**src/rtl/dsp_pkg.sv**
```systemverilog
// Shared DSP-column definitions: P width, accumulator state encoding and the
// round/shift/saturate helper used by requantization paths.
package dsp_pkg;

    localparam int P_W           = 48;
    localparam int ACC_W_DEFAULT = P_W;

    typedef enum logic {
        IDLE  = 1'b0,
        ACCUM = 1'b1
    } acc_state_t;

    typedef struct packed {
        logic signed [P_W-1:0] val;
        logic                  sat;
    } rq_t;

    // Round half toward +inf, arithmetic shift right, clamp to a signed out_w range.
    // One extra bit of headroom keeps the rounding add from overflowing.
    function automatic rq_t round_shift_sat(input logic signed [P_W-1:0] sum,
                                            input int sh,
                                            input int out_w);
        logic signed [P_W:0] ext;
        logic signed [P_W:0] rnd;
        logic signed [P_W:0] r;
        logic signed [P_W:0] maxv;
        logic signed [P_W:0] minv;
        rq_t                 res;
        ext  = {sum[P_W-1], sum};
        rnd  = (sh != 0) ? ((P_W+1)'(1) <<< (sh - 1)) : '0;
        r    = (ext + rnd) >>> sh;
        maxv = ((P_W+1)'(1) <<< (out_w - 1)) - (P_W+1)'(1);
        minv = ~maxv;
        res.sat = 1'b1;
        if (r > maxv) begin
            res.val = maxv[P_W-1:0];
        end else if (r < minv) begin
            res.val = minv[P_W-1:0];
        end else begin
            res.val = r[P_W-1:0];
            res.sat = 1'b0;
        end
        return res;
    endfunction

endpackage

```
**src/rtl/sync_fifo.sv**
```systemverilog
// Single-clock FIFO with register-driven outputs and same-cycle push/pop.
module sync_fifo #(
    parameter int W     = 8,
    parameter int DEPTH = 4,
    localparam int AW   = $clog2(DEPTH),
    localparam int CW   = $clog2(DEPTH + 1)
) (
    input  logic          clk,
    input  logic          rst,
    input  logic          push,
    input  logic [W-1:0]  din,
    input  logic          pop,
    output logic [W-1:0]  dout,
    output logic          valid,
    output logic [CW-1:0] count
);

    logic [W-1:0]  mem [DEPTH];
    logic [AW-1:0] wr_ptr;
    logic [AW-1:0] rd_ptr;
    logic          push_ok;
    logic          pop_ok;

    assign push_ok = push && (count != CW'(DEPTH));
    assign pop_ok  = pop && (count != '0);

    always_ff @(posedge clk or posedge rst) begin
        if (rst) begin
            wr_ptr <= '0;
            rd_ptr <= '0;
            count  <= '0;
            for (int i = 0; i < DEPTH; i++) mem[i] <= '0;
        end else begin
            if (push_ok) begin
                mem[wr_ptr] <= din;
                wr_ptr      <= wr_ptr + 1'b1;
            end
            if (pop_ok) rd_ptr <= rd_ptr + 1'b1;
            if (push_ok && !pop_ok) count <= count + 1'b1;
            else if (!push_ok && pop_ok) count <= count - 1'b1;
        end
    end

    assign dout  = mem[rd_ptr];
    assign valid = (count != '0);

endmodule

```
**src/rtl/psum_requant.sv**
```systemverilog
// Accumulates DSP P partial sums per group, then rounds, shifts and saturates
// each group total into a small output FIFO.
module psum_requant
    import dsp_pkg::*;
#(
    parameter int ACC_W   = ACC_W_DEFAULT,
    parameter int OUT_W   = 8,
    parameter int SHIFT_W = 6,
    parameter int DEPTH   = 4
) (
    input  logic                    clk,
    input  logic                    rst,
    input  logic [SHIFT_W-1:0]      cfg_shift,
    input  logic signed [ACC_W-1:0] p_in,
    input  logic                    p_valid,
    input  logic                    p_last,
    output logic                    in_ready,
    output logic [OUT_W-1:0]        out_data,
    output logic                    out_valid,
    input  logic                    out_ready,
    input  logic                    sat_clr,
    output logic                    sat_flag,
    output logic                    busy
);

    localparam int CW = $clog2(DEPTH + 1);

    // Handshake: a beat transfers on p_valid && in_ready, a result on
    // out_valid && out_ready; both ready/valid outputs come straight from registers.

    acc_state_t              state;
    logic signed [ACC_W-1:0] acc;
    logic signed [ACC_W-1:0] sum;
    logic signed [ACC_W-1:0] s1_sum;
    logic [SHIFT_W-1:0]      s1_shift;
    logic                    s1_valid;
    logic [CW-1:0]           fifo_count;
    logic                    accept;
    int                      sh_eff;
    rq_t                     rq;

    assign accept = p_valid && in_ready;
    assign sum    = ((state == IDLE) ? '0 : acc) + p_in;

    always_ff @(posedge clk or posedge rst) begin
        if (rst) begin
            state    <= IDLE;
            acc      <= '0;
            s1_sum   <= '0;
            s1_shift <= '0;
            s1_valid <= 1'b0;
        end else begin
            if (accept && p_last) begin
                s1_sum   <= sum;
                s1_shift <= cfg_shift;
                s1_valid <= 1'b1;
                acc      <= '0;
                state    <= IDLE;
            end else begin
                s1_valid <= 1'b0;
                if (accept) begin
                    acc   <= sum;
                    state <= ACCUM;
                end
            end
        end
    end

    always_comb begin
        sh_eff = (int'(s1_shift) > ACC_W - 1) ? ACC_W - 1 : int'(s1_shift);
        rq     = round_shift_sat(s1_sum, sh_eff, OUT_W);
    end

    // A saturating write outranks a same-cycle clear.
    always_ff @(posedge clk or posedge rst) begin
        if (rst) sat_flag <= 1'b0;
        else if (s1_valid && rq.sat) sat_flag <= 1'b1;
        else if (sat_clr) sat_flag <= 1'b0;
    end

    sync_fifo #(
        .W     (OUT_W),
        .DEPTH (DEPTH)
    ) u_fifo (
        .clk   (clk),
        .rst   (rst),
        .push  (s1_valid),
        .din   (rq.val[OUT_W-1:0]),
        .pop   (out_ready),
        .dout  (out_data),
        .valid (out_valid),
        .count (fifo_count)
    );

    assign in_ready = (int'(fifo_count) + int'(s1_valid)) < DEPTH;
    assign busy     = (state == ACCUM) || s1_valid || (fifo_count != '0);

endmodule

```
**config.mk**
```make
export PLATFORM = sky130hd
export DESIGN_NAME = psum_requant
export DESIGN_NICKNAME = d
export VERILOG_FILES = /design/src/rtl/dsp_pkg.sv /design/src/rtl/sync_fifo.sv /design/src/rtl/psum_requant.sv
export SDC_FILE = /design/constraint.sdc
export NUM_CORES = 1
export LEC_CHECK = 0
export ABC_CLOCK_PERIOD_IN_PS = 13240
export BUFFER_PORTS_ARGS = -buffer_cell sky130_fd_sc_hd__clkbuf_2
export CORE_MARGIN = 4
export CORE_UTILIZATION = 25
export CTS_CLUSTER_SIZE = 12
export DETAILED_ROUTE_END_ITERATION = 16
export GPL_ROUTABILITY_DRIVEN = 0
export SETUP_SLACK_MARGIN = 0.02
export SYNTH_ARGS = -nofsm -noshare
export SYNTH_HDL_FRONTEND = slang
export SYNTH_SLANG_ARGS = --single-unit
```
**constraint.sdc**
```tcl
create_clock -name clk -period 13.24 [get_ports clk]
set_input_delay 1.324 -clock clk [delete_from_list [all_inputs] [get_ports clk]]
set_output_delay 1.324 -clock clk [all_outputs]
set_load 0.02 [all_outputs]
```
==> flow_summary.toml <==
[status]
status = "complete, no violations"

[worst_setup_path]
critPathLaunchType = "flip-flop"
crit_family = "compound AO/OA/AOI/OAI gates"
cp.arrival_ps = 9850
path_buf_inv = 5
critical_path_class = "reg2reg"
critPathRequiredTime_ps = 13590
path_max_fanout = 53
cp-end-kind = "flip-flop"
worst_path_max_delay_cell = "a211oi_1"
cpPeakStageDelay_ps = 900

[grt]
antenna_found_initial = 0
grt_start_max_net_pins = 76
grt_pass1_vias = 17582
grt_pass1_wl_mm = 100
grt-ovfl-total = 0
met3_usage_pct = 3.22
track_usage_pct = 16.8
top_usage_layer = "met2"
grtUsageMet1_pct = 21.3
met2_usage_pct = 27.4

[yosys]
syn_area_mm2 = 0.0176
ys_ff_latch = 144
ys_warn_count = 0
synthSimpleGateAreaFrac_pct = 23.7
ys.flop_type = "dfrtp_1"
synth_mux_area_share_pct = 6.79
synth_top_family_by_area = "compound AO/OA/AOI/OAI gates"
yosysSeqAreaShare_pct = 20.5
ys_types = 101
synth_edf_count = 0
synthAdderAreaFrac_pct = 7.61
syn_nets = 2465
syn_avg_cell_area_um2 = 7.64
synth-compound-area-share_pct = 32.9
synthXorXnorAreaFrac_pct = 4.12
syn_inst = 2300
async_reset_ff_share_pct = 100

[clock_network]
cts_hold_buf = 0
cts_tree = "done"
cts_buffers = 17
insertion_delay_ps = 470
clk_pin_slew_worst_paths_ps = 70
clock_path_buffers = 2
cts_sinks = 144
post_cts.repair.setup_buffers = 0
htree_levels = 4
cts_resized = 0
cts-root-buf = "clkbuf_16"

[sta]
finClkSkew_ps = 14.9
hold_viol = 0
min_period_ps = 9510
drv_slew = 0
rsz0062_at_grt = "no"
setup_viol = 0
max_slew_margin_pct = 22.5
period_share_pct = 71.8
final.setup.tns_ps = 0
fin_ws_ps = 3730
fmax_ghz = 0.105
tightest_slew_ps = 1160

[floorplan]
start_util_pct = 25.4
dieHeight_um = 273
io-pin-count = 72
fp-row-count = 96
coreArea_mm2 = 0.0691
dieArea_mm2 = 0.0746
die_w_um = 273

[final_layout]
area_growth_syn_to_layout_pct = 9.74
design_area_mm2 = 0.0193
n_antenna_cell = 0
layout.nets = 2445
layout.cells.non_filler = 3223
drive_gt1_share_pct = 10.9

[place]
dp_slack_ps = 4110
placed_cell_area_mm2 = 0.0187
placed_cells = 3192
io_buffer_count = 71
hpwl_mm = 49.4

[route]
drtIter0Drc = 2357
via_count = 18720
postRouteAntennaNets = 0
firstDrtPassIters = 7
routed_wl_mm = 64.5
route.detailed.drc = 0
viasPerCell = 5.81
wire_per_inst_um = 20.0

[hold_path]
hold_path.class = "reg2reg"

[flow_run]
cap_violations = 0
## state kept, by name, summed over array words and instances (netlist names)
| signal | count |
|---|---|
| state | 1 |
| s1_sum | 48 |
| u_fifo.count | 3 |
| s1_shift | 6 |
| sat_flag | 1 |
| u_fifo.mem | 32 |
| u_fifo.rd_ptr | 2 |
| u_fifo.wr_ptr | 2 |
| acc | 48 |
| s1_valid | 1 |
## worst paths after layout
kind	from	end	slack [ps]	depth (start not counted)
max	s1_shift[5]	u_fifo.mem[2]	3730	28
min reg2reg	acc[46]	acc[46]	470	2
min	acc[46]	acc[46]	470	2
max reg2reg	s1_shift[5]	u_fifo.mem[2]	3730	28
max in group asynchronous	rst	s1_sum[32]	10830	3
min in group asynchronous	rst	u_fifo.count[0]	950	2
## stage by stage
step / hold slack [ps] / utilization [%]
finish: 471 / 27.9
global route: 499 / 27.9
CTS: 476 / 27.9
detailed placement: 458 / 27.1
global placement: 454 / 27.1
floorplan: 438 / -
## worst min-delay path, cell delays in order (launching register included)
cell and delay [ps]:
dfrtp_1 340, nand2_1 50, o31ai_1 50
## logic make-up (layout without fill, tap and decap cells)
kind of cell             count (synthesis)  count (layout)
AO/OA/AOI/OAI                          818             818
XOR/XNOR                                80              80
adder cells (fa/ha/maj)                105             105
buffers and inverters                  182             174
flip-flops                             144             144
multiplexers                           101             101
AND/OR/NAND/NOR                        870             870
## routing by layer
layer / wire, um / up-vias / share of wire, %
met2: 29700 / 1009 / 46
met3: 5370 / 234 / 8.3
met5: 0 / - / 0
met1: 26300 / 8795 / 41
met4: 3070 / 0 / 4.8
li1: - / 8682 / -
## Yosys cell counts (11+ instances only)
cell	n	area, um2
and3_1	24	150
o211ai_1	47	353
buf_1	24	90.1
or3_1	15	93.8
a22o_1	36	315
a21oi_1	163	816
nor2_1	231	867
mux2i_1	45	450
clkbuf_1	80	300
nor3_1	55	275
mux2_2	46	518
a21boi_0	13	97.6
a31oi_1	28	175
o21a_1	35	263
nand2b_1	16	100
nor2b_1	13	81.3
o22ai_1	14	87.6
nand4_1	42	263
a211o_1	13	114
a22oi_1	14	105
inv_1	46	173
o21ai_0	141	706
xor2_1	22	193
nand3_1	59	295
and2_1	72	450
o221ai_1	12	105
nand2_1	269	1010
o21bai_1	12	90.1
o31ai_1	18	135
a211oi_1	40	300
dfrtp_1	144	3600
a41oi_1	19	166
buf_2	21	105
xnor2_1	56	490
nor4_1	18	113
and4_1	13	114
or2_2	11	68.8
a21o_1	55	413
ha_1	102	1280
a2111oi_0	14	123
## cells in the final DEF (no fill, tap or decap), types with 47 or more instances in the layout
cell type,count
xnor2_1,56
clkbuf_2,71
dfrtp_1,144
o211ai_1,47
nand3_1,59
and2_1,72
ha_1,102
nand2_1,268
a21oi_1,161
o21ai_0,141
nor3_1,55
a21o_1,55
nor2_1,230
## layout make-up
cell class / count / area, um2
fillers: 7538 / 49800
multi-input cells: 1974 / 13200
flip-flops and latches: 144 / 3600
well taps: 931 / 1160
repair buffers: 95 / 536
clock buffers: 18 / 439
inverters: 48 / 185
clock inverters: 13 / 120
Power is not shown: default switching activity piles up to over one toggle a cycle in this logic, so the estimate is an artifact.
